## src/rtl/pad_link_pkg.sv

```systemverilog
// Shared definitions for the two-board pad link (tx and rx sides).
// Optional feature macro: PAD_LINK_PARITY_EN adds an even-parity bit before stop.
package pad_link_pkg;

  localparam int PAD_LINK_DATA_BITS    = 5;
  localparam int PAD_LINK_SEQ_BITS     = 2;
  localparam int PAD_LINK_PAYLOAD_BITS = PAD_LINK_DATA_BITS + PAD_LINK_SEQ_BITS;

`ifdef PAD_LINK_PARITY_EN
  localparam int PAD_LINK_FRAME_BITS = 1 + PAD_LINK_PAYLOAD_BITS + 1 + 1;
`else
  localparam int PAD_LINK_FRAME_BITS = 1 + PAD_LINK_PAYLOAD_BITS + 1;
`endif

  // Button bit positions within the 5-bit button word.
  localparam int BTN_DOWN   = 0;
  localparam int BTN_UP     = 1;
  localparam int BTN_LEFT   = 2;
  localparam int BTN_RIGHT  = 3;
  localparam int BTN_ATTACK = 4;

  typedef enum logic [2:0] {
    ST_IDLE   = 3'd0,
    ST_START  = 3'd1,
    ST_DATA   = 3'd2,
    ST_SEQ    = 3'd3,
`ifdef PAD_LINK_PARITY_EN
    ST_PARITY = 3'd4,
`endif
    ST_STOP   = 3'd5
  } pad_link_state_t;

  function automatic logic even_parity(input logic [PAD_LINK_PAYLOAD_BITS-1:0] payload);
    return ^payload;
  endfunction

endpackage

```

## src/rtl/pad_link_tx_if.sv

```systemverilog
// Handshake and serial-line bundle between the button logic and the pad link transmitter.
interface pad_link_tx_if;
  import pad_link_pkg::*;

  logic                            send_req;
  logic [PAD_LINK_DATA_BITS-1:0]   buttons;
  logic                            tx;
  logic                            busy;
  logic                            done;
  logic                            dropped;
  logic [PAD_LINK_SEQ_BITS-1:0]    seq;

  modport master (output send_req, buttons, input tx, busy, done, dropped, seq);
  modport slave  (input send_req, buttons, output tx, busy, done, dropped, seq);
endinterface

```

## src/rtl/pad_link_baud.sv

```systemverilog
// Bit-period counter: wraps every CLKS_PER_BIT cycles, restarts on clr.
module pad_link_baud #(
  parameter int CLKS_PER_BIT = 10416
) (
  input  logic clk,
  input  logic reset_n,
  input  logic clr,
  output logic bit_end,
  output logic bit_near
);
  localparam int CW = (CLKS_PER_BIT > 1) ? $clog2(CLKS_PER_BIT) : 1;
  localparam logic [CW-1:0] LAST = CW'(CLKS_PER_BIT - 1);
  localparam logic [CW-1:0] NEAR = CW'(CLKS_PER_BIT - 2);

  logic [CW-1:0] cnt_reg;

  always_ff @(posedge clk) begin
    if (!reset_n || clr)
      cnt_reg <= '0;
    else if (cnt_reg == LAST)
      cnt_reg <= '0;
    else
      cnt_reg <= cnt_reg + 1'b1;
  end

  // bit_near flags the cycle before the last one so callers can register a last-cycle pulse.
  assign bit_end  = (cnt_reg == LAST);
  assign bit_near = (cnt_reg == NEAR);
endmodule

```

## src/rtl/pad_link_tx.sv

```systemverilog
// Player-2 button frame transmitter: start, 5 data, 2 seq, [parity], stop; LSB first.
// Optional feature macro: PAD_LINK_PARITY_EN.
module pad_link_tx
  import pad_link_pkg::*;
#(
  parameter int CLKS_PER_BIT = 10416
) (
  input  logic          clk,
  input  logic          reset_n,
  pad_link_tx_if.slave  link
);
  localparam logic [2:0] DATA_LAST = 3'(PAD_LINK_DATA_BITS - 1);
  localparam logic [2:0] SEQ_LAST  = 3'(PAD_LINK_PAYLOAD_BITS - 1);

  pad_link_state_t                  state_reg, state_next;
  logic [PAD_LINK_PAYLOAD_BITS-1:0] shreg_reg, shreg_next;
  logic [2:0]                       idx_reg, idx_next;
  logic [PAD_LINK_SEQ_BITS-1:0]     seq_reg, seq_next;
  logic                             tx_reg, tx_next;
  logic                             busy_reg, busy_next;
  logic                             done_reg, done_next;
  logic                             dropped_reg, dropped_next;
  logic                             baud_clr, bit_end, bit_near;
`ifdef PAD_LINK_PARITY_EN
  logic                             par_reg, par_next;
`endif

  pad_link_baud #(.CLKS_PER_BIT(CLKS_PER_BIT)) u_baud (
    .clk      (clk),
    .reset_n  (reset_n),
    .clr      (baud_clr),
    .bit_end  (bit_end),
    .bit_near (bit_near)
  );

  always_ff @(posedge clk) begin
    if (!reset_n) begin
      state_reg   <= ST_IDLE;
      shreg_reg   <= '0;
      idx_reg     <= '0;
      seq_reg     <= '0;
      tx_reg      <= 1'b1;
      busy_reg    <= 1'b0;
      done_reg    <= 1'b0;
      dropped_reg <= 1'b0;
`ifdef PAD_LINK_PARITY_EN
      par_reg     <= 1'b0;
`endif
    end else begin
      state_reg   <= state_next;
      shreg_reg   <= shreg_next;
      idx_reg     <= idx_next;
      seq_reg     <= seq_next;
      tx_reg      <= tx_next;
      busy_reg    <= busy_next;
      done_reg    <= done_next;
      dropped_reg <= dropped_next;
`ifdef PAD_LINK_PARITY_EN
      par_reg     <= par_next;
`endif
    end
  end

  always_comb begin
    state_next = state_reg;
    shreg_next = shreg_reg;
    idx_next   = idx_reg;
    seq_next   = seq_reg;
    baud_clr   = 1'b0;
`ifdef PAD_LINK_PARITY_EN
    par_next   = par_reg;
`endif

    case (state_reg)
      ST_IDLE: begin
        if (link.send_req) begin
          state_next = ST_START;
          seq_next   = seq_reg + 2'd1;
          shreg_next = {seq_next, link.buttons};
          idx_next   = '0;
          baud_clr   = 1'b1;
`ifdef PAD_LINK_PARITY_EN
          par_next   = even_parity({seq_next, link.buttons});
`endif
        end
      end
      ST_START: begin
        if (bit_end) begin
          state_next = ST_DATA;
          idx_next   = '0;
        end
      end
      ST_DATA: begin
        if (bit_end) begin
          shreg_next = shreg_reg >> 1;
          idx_next   = idx_reg + 3'd1;
          if (idx_reg == DATA_LAST)
            state_next = ST_SEQ;
        end
      end
      ST_SEQ: begin
        if (bit_end) begin
          shreg_next = shreg_reg >> 1;
          idx_next   = idx_reg + 3'd1;
          if (idx_reg == SEQ_LAST)
`ifdef PAD_LINK_PARITY_EN
            state_next = ST_PARITY;
`else
            state_next = ST_STOP;
`endif
        end
      end
`ifdef PAD_LINK_PARITY_EN
      ST_PARITY: if (bit_end) state_next = ST_STOP;
`endif
      ST_STOP:  if (bit_end) state_next = ST_IDLE;
      default:  state_next = ST_IDLE;
    endcase

    // Outputs are registered from the next state so every pin is a flop.
    tx_next = 1'b1;
    case (state_next)
      ST_START:        tx_next = 1'b0;
      ST_DATA, ST_SEQ: tx_next = shreg_next[0];
`ifdef PAD_LINK_PARITY_EN
      ST_PARITY:       tx_next = par_next;
`endif
      default:         tx_next = 1'b1;
    endcase

    busy_next    = (state_next != ST_IDLE);
    done_next    = (state_reg == ST_STOP) && bit_near;
    dropped_next = link.send_req && (state_reg != ST_IDLE);
  end

  assign link.tx      = tx_reg;
  assign link.busy    = busy_reg;
  assign link.done    = done_reg;
  assign link.dropped = dropped_reg;
  assign link.seq     = seq_reg;
endmodule

```

## src/flat_wrapper.sv

```systemverilog
// flat-port wrapper written by rule: the top's interface ports become plain ports
module pad_link_tx_flat import pad_link_pkg::*;
#(
  parameter int CLKS_PER_BIT = 10416
)
  (clk, reset_n, link_send_req, link_buttons, link_tx, link_busy, link_done, link_dropped, link_seq);
  pad_link_tx_if link_i ();
  input  logic clk;
  input  logic reset_n;
  input wire logic [$bits(link_i.send_req)-1:0] link_send_req;
  input wire logic [$bits(link_i.buttons)-1:0] link_buttons;
  output wire logic [$bits(link_i.tx)-1:0] link_tx;
  output wire logic [$bits(link_i.busy)-1:0] link_busy;
  output wire logic [$bits(link_i.done)-1:0] link_done;
  output wire logic [$bits(link_i.dropped)-1:0] link_dropped;
  output wire logic [$bits(link_i.seq)-1:0] link_seq;
  assign link_i.send_req = link_send_req;
  assign link_i.buttons = link_buttons;
  assign link_tx = link_i.tx;
  assign link_busy = link_i.busy;
  assign link_done = link_i.done;
  assign link_dropped = link_i.dropped;
  assign link_seq = link_i.seq;
  pad_link_tx #(.CLKS_PER_BIT(CLKS_PER_BIT)) u_core (.clk(clk), .reset_n(reset_n), .link(link_i));
endmodule
```

## config.mk

```make
export PLATFORM = sky130hd
export DESIGN_NAME = pad_link_tx_flat
export DESIGN_NICKNAME = d
export VERILOG_FILES = /design/src/rtl/pad_link_pkg.sv /design/src/rtl/pad_link_tx_if.sv /design/src/rtl/pad_link_baud.sv /design/src/rtl/pad_link_tx.sv /design/src/flat_wrapper.sv
export SDC_FILE = /design/constraint.sdc
export NUM_CORES = 1
export LEC_CHECK = 0
export BUFFER_PORTS_ARGS = -buffer_cell sky130_fd_sc_hd__buf_2
export CORE_AREA = 2 2 44 87
export CTS_CLUSTER_SIZE = 28
export DETAILED_ROUTE_END_ITERATION = 12
export DIE_AREA = 0 0 46 89
export GPL_ROUTABILITY_DRIVEN = 0
export PLACE_DENSITY = 0.79
export SLEW_MARGIN = 20
export SYNTH_ARGS = -nofsm -noshare
export SYNTH_HDL_FRONTEND = slang
export SYNTH_HIERARCHICAL = 1
export SYNTH_SLANG_ARGS = --single-unit
```

## constraint.sdc

```tcl
create_clock -name clk -period 2.5 [get_ports clk]
set_input_delay 0.125 -clock clk [delete_from_list [all_inputs] [get_ports clk]]
set_output_delay 0.125 -clock clk [all_outputs]
set_load 0.01 [all_outputs]
```

# After elaboration in Yosys (flattened, before gate mapping)
# Index checks and enable logic that the tools add are counted.
# op_classes
addsub	3
eq_ne	14
muxes	18
reduce_logical	15
# ops
operator	n
3-bit two-way mux	10
14-bit == test (second input constant)	2
3-bit case mux with 5 select lines	1
14-bit by 1-bit adder with 14-bit output (second input constant)	1
7-bit two-way mux	2
7-bit case mux with 2 select lines	1
3-bit by 2-bit == test with 1-bit output (second input constant)	4
3-bit == test (second input constant)	3
3-bit case mux with 3 select lines	1
3-bit nonzero test	3
3-bit by 1-bit == test with 1-bit output (second input constant)	2
2-bit OR reduction	3
2-bit by 1-bit inequality test with 1-bit output (second input constant)	2
4-bit AND reduction	1
3-bit by 1-bit adder with 3-bit output (second input constant)	1
3-bit zero test	1
3-bit AND reduction	1
2-bit by 1-bit adder with 2-bit output (second input constant)	1
1-bit logical AND	2
1-bit two-way mux	2
2-bit inequality test (second input constant)	1
1-bit case mux with 2 select lines	1
2-bit AND reduction	1
2-bit nonzero test	1
2 further kinds	2
# totals
reg_bits	33
inputBits	8
out_inout_bits	6
elab_cells	60

# Depth between registers and ports, before layout
# logic_depth
depth_word	7
mapped_depth	9
ltp_nobuf	7

# By module
# The synthesis kept the hierarchy.
# modules_own_cells
mod	n_inst	cells_per_inst	area_per_inst_um2	seq_area_each_um2
pad_link_tx	1	93	894.6	380.4
pad_link_baud	1	74	759.5	280.3

# Worst setup path after synthesis
# Ideal clock, no wire load.
# synth_path
path_kind	register to register
from	reg u_core.u_baud.cnt_reg[0]
to	reg u_core.tx_reg, in the netlist u_core/link.tx
setup_time_ns	0.124
arrival_time_ns	2.204
required_ns	2.376
path_slack_ns	0.172
stages_incl_launch_ff	10
path_buffers	2
period_less_slack_ns	2.328
path_cell_list	dfxtp_1 -> ha_1 -> and3_4 -> buf_6 -> and3_1 -> and3b_1 -> clkbuf_1 -> nor2_4 -> a21o_1 -> a2111o_1
# synth_between
elab_chain_len	6
word_cells_on_any_way	13
cone_classes	eq/ne (4); mux (8); reduce/logical (1)
# synth_lines
item	line	source
start: declaration	pad_link_baud.sv:15	logic [CW-1:0] cnt_reg;
start signal: assignment	pad_link_baud.sv:23	cnt_reg <= cnt_reg + 1'b1;
14-bit == test (*)	pad_link_baud.sv:27	assign bit_end = (cnt_reg == LAST);
net u_core.bit_end	pad_link_tx.sv:23	logic baud_clr, bit_end, bit_near;
3-bit two-way mux (on tied branches)	n/a	
3-bit case mux with 5 select lines	pad_link_tx.sv:74	case (state_reg)
3-bit by 2-bit == test with 1-bit output	pad_link_tx.sv:122	case (state_next)
2-bit OR reduction	pad_link_tx.sv:122	
1-bit case mux with 2 select lines (*)	pad_link_tx.sv:122	
end signal: assignment	pad_link_tx.sv:54	tx_reg <= tx_next;
end: declaration	pad_link_tx.sv:19	logic tx_reg, tx_next;
# The timed path passes the listed nets; every way through them passes the cells marked *. The select of a mux whose other input is x is not followed.
# A chain may end at the register's enable or synchronous reset.

# Worst setup path after layout
# Ends and elaborated chain as after synthesis.

==> metrics.md <==
| Metric | Value |
|---|---|
| Outcome | `finished clean` |
| Maximum number of pins on one net before global-route repair | `19` |
| Full die area | `0.004094 mm2` |
| Cell count after placement | `210` |
| Via count of the first global-routing pass | `1223` |
| Number of flip-flops in the largest register | `14` |
| Post-synthesis cell area | `0.001654 mm2` |
| Post-synthesis register bit count | `33` |
| Worst hold slack across all endpoints | `0.08276 ns` |
| Worst endpoint data arrival time | `2.48 ns` |
| Setup TNS | `0 ns` |
| Fraction of the cycle the final worst path needs | `0.9203` |
| Number of flops mapped to enable cells by yosys | `0` |
| Final worst path period need | `2.301 ns` |
| Clock tree from TritonCTS | `done` |
| Diode insertion count for antenna repair | `0` |
| Wire length of the first global-routing pass | `5333 um` |
| Initial antenna violation count | `0` |
| Crit Path Class | `flip-flop to flip-flop` |
| Fraction of final layout cells sized beyond drive strength 1 | `0.2581` |
| Worst Tran Pin Value | `0.4719 ns` |
| Number of buffers added by the clock tree synthesis step | `5` |
| Hold endpoint | `u_core/link.dropped` |
| Effective utilization at floorplan | `0.4896` |
| Critical Path End Type | `flip-flop` |
| Post-cts hold buffer count | `0` |
| Share of the synthesized area in the top cell type | `0.3994` |
| Sum of net half-perimeters after detailed placement | `2471 um` |
| Required time reported for the critical path endpoint | `2.68 ns` |
| Largest cells by area after synthesis | `sky130_fd_sc_hd__dfxtp_1, sky130_fd_sc_hd__nor2_4, sky130_fd_sc_hd__xnor2_1` |
| Worst min-delay path class | `primary input to flip-flop` |
| Unrepaired setup endpoints after global routing | `no` |
| Clock root buffer | `sky130_fd_sc_hd__clkbuf_8` |
| Post_cts resized | `0` |
| FILL cells | `314` |
| Tot GR Track Use | `0.1832` |
| Total power per unit cell area | `627.6 mW/mm2` |
| Htree depth | `2` |
| Critical register-to-register path endpoint | `u_core/link.tx` |
| Number of maximum-capacitance violations | `0` |
| Final-report setup violation count | `0` |
| Clk Latency, worst-skew pair | `0.29 ns` |
| Share of the yosys chip area belonging to registers | `0.3994` |
| Lkg Pwr | `0.7002 nW` |
| Most area-hungry cell type in the Yosys netlist | `sky130_fd_sc_hd__dfxtp_1` |
| Leading register cell type out of synthesis | `sky130_fd_sc_hd__dfxtp_1` |
| Per-cell via count in the routed design | `5.812` |
| Routed wirelength normalized by instance count | `14.77 um` |
| Worst IR Drop VDD | `0.3772 mV` |
| Floorplan die height | `89 um` |
| Syn_nets | `180` |
| Unique cell type count in the Yosys netlist | `48` |
| Most frequent cells after synthesis | `sky130_fd_sc_hd__dfxtp_1, sky130_fd_sc_hd__nand2_1, sky130_fd_sc_hd__nor2_1` |
| I/O pin count | `14` |
| Relative area change from synthesis to final layout | `12.41%` |
| Final Net Count | `198` |
| Hold-critical path depth | `2` |
| Crit-path max FO | `7` |
| Largest buffer count on any clock path | `2` |
| Number of remaining DRC errors | `0` |
| Headroom to the max-slew limit | `0.6850` |
| Mapped Cells | `167` |
| Core Rows | `30` |
| Area occupied by multi-input gates | `917.1 um2` |
| Post-detailed-routing wire length | `3220 um` |
| Highest achievable clock rate | `0.4347 GHz` |
| Total gr overflow | `0` |
| Count of TritonRoute iterations in the first routing pass | `4` |
| Mean instance size in the synthesized netlist | `9.905 um2` |
| Iteration-0 DRC Markers | `15` |
| Share of async-settable or async-resettable flops after synthesis | `0` |
| Most frequent cell after synthesis | `sky130_fd_sc_hd__dfxtp_1` |
| Routed vias | `1267` |
| Setup clock skew after layout | `0.007841 ns` |
| I/O Buffers | `13` |
| Depth of the most critical reg-to-reg path | `8` |
| Final slew viol count | `0` |
| Yosys Warn Count | `6` |
| Horizontal die dimension | `46 um` |
| Count of buffers added by post-CTS timing repair for setup | `0` |
| Worst reg2reg setup slack | `0.20 ns` |
| Final Instance Count excl. Fillers | `218` |
| Startpoint types | `flip-flop` |
| Total power consumption of the routed design | `1.167 mW` |
| Clk sink count | `33` |
| Final count of hold timing violations | `0` |
| Sequential Area | `660.6 um2` |
| Worst Hold Launch | `link_send_req` |
| DRT antenna net count | `0` |
| Placeable core region | `0.003378 mm2` |
| R2R Path Start | `u_core/u_baud/cnt_reg[0]` |
| Final cell utilization of the core | `0.5504` |
| Clock-pin slew reported for the worst setup and hold paths after clock tree synthesis | `0.07 ns` |
## cell families (layout without fill, tap and decap cells)
group | count (synthesis) | count (layout) | share of synthesized area
xor+xnor | 14 | 14 | 0.07413
mux | 2 | 2 | 0.01210
flops | 33 | 33 | 0.3994
buf+inv | 12 | 31 | 0.04613
simple gates | 74 | 74 | 0.3018
compound gates | 27 | 27 | 0.1286
fa+ha+maj | 5 | 5 | 0.03782
## cell usage in the layout (no fill, tap or decap), types with 2 or more instances in the layout
cell type                  instances
sky130_fd_sc_hd__inv_1             4
sky130_fd_sc_hd__nand3_1           5
sky130_fd_sc_hd__nor2_4            9
sky130_fd_sc_hd__dfxtp_1          33
sky130_fd_sc_hd__nor2_2            2
sky130_fd_sc_hd__buf_2            13
sky130_fd_sc_hd__a21oi_1           3
sky130_fd_sc_hd__nor3_1            4
sky130_fd_sc_hd__xor2_1            4
sky130_fd_sc_hd__a21o_1            2
sky130_fd_sc_hd__a21boi_0          7
sky130_fd_sc_hd__mux2i_1           2
sky130_fd_sc_hd__a211oi_1          2
sky130_fd_sc_hd__nor2b_1           4
sky130_fd_sc_hd__xnor2_1          10
sky130_fd_sc_hd__and2_1            3
sky130_fd_sc_hd__o21ai_0           2
sky130_fd_sc_hd__nand4_1           3
sky130_fd_sc_hd__ha_1              5
sky130_fd_sc_hd__a22oi_1           5
sky130_fd_sc_hd__nor2_1           11
sky130_fd_sc_hd__buf_4             5
sky130_fd_sc_hd__nand2_1          15
sky130_fd_sc_hd__clkbuf_8          6
sky130_fd_sc_hd__and3_1            2
## stage by stage
stage               area, um2  worst slack [ns]
floorplan                1654            0.1716
global route             1859           0.07762
finish                   1859            0.1994
detailed placement       1739            0.2191
CTS                      1859            0.2117
global placement         1739            0.2680
## layout make-up
class,instances,share of cell area
repair buffers,18,0.05518
clock inverters,2,0.02019
inverters,5,0.01009
well taps,32,0.02153
clock buffers,6,0.04441
flip-flops and latches,33,0.3553
multi-input cells,122,0.4933
## layer usage
| metal | vias to the layer above | share of wire | global-route usage |
|---|---|---|---|
| met5 | - | 0 | 0 |
| met4 | 0 | 0.051 | 0.1299 |
| met3 | 15 | 0.034 | 0.04242 |
| met2 | 32 | 0.57 | 0.3308 |
| met1 | 603 | 0.35 | 0.1658 |
| li1 | 617 | - | - |
## worst max-delay path by stage
stage | end | from | cells after the start | slack, ns
after CTS | u_core/link.tx | u_core/u_baud/cnt_reg[0] | 8 | 0.21
after global routing | u_core/link.tx | u_core/u_baud/cnt_reg[11] | 8 | 0.08
after floorplan | u_core/link.tx | u_core/u_baud/cnt_reg[0] | 9 | 0.17
after detailed placement | u_core/link.tx | u_core/u_baud/cnt_reg[0] | 8 | 0.22
final | u_core/link.tx | u_core/u_baud/cnt_reg[0] | 8 | 0.20
after global placement | u_core/link.tx | u_core/u_baud/cnt_reg[0] | 8 | 0.27
## report_power, final
part | internal (mW) | leakage (nW) | switching (mW)
logic | 0.0390 | 0.374 | 0.0454
registers | 0.543 | 0.269 | 0.0140
clock network | 0.324 | 0.0574 | 0.202
## critical path: stages, from the launching register on
cell and delay (ns):
sky130_fd_sc_hd__dfxtp_1 0.34, sky130_fd_sc_hd__ha_1 0.24, sky130_fd_sc_hd__and3_4 0.21, sky130_fd_sc_hd__and3_1 0.18
sky130_fd_sc_hd__buf_4 0.15, sky130_fd_sc_hd__and4_1 0.18, sky130_fd_sc_hd__a211oi_1 0.39, sky130_fd_sc_hd__a211oi_1 0.11
sky130_fd_sc_hd__a2111o_1 0.39
Power figures use the tool's default switching activity.
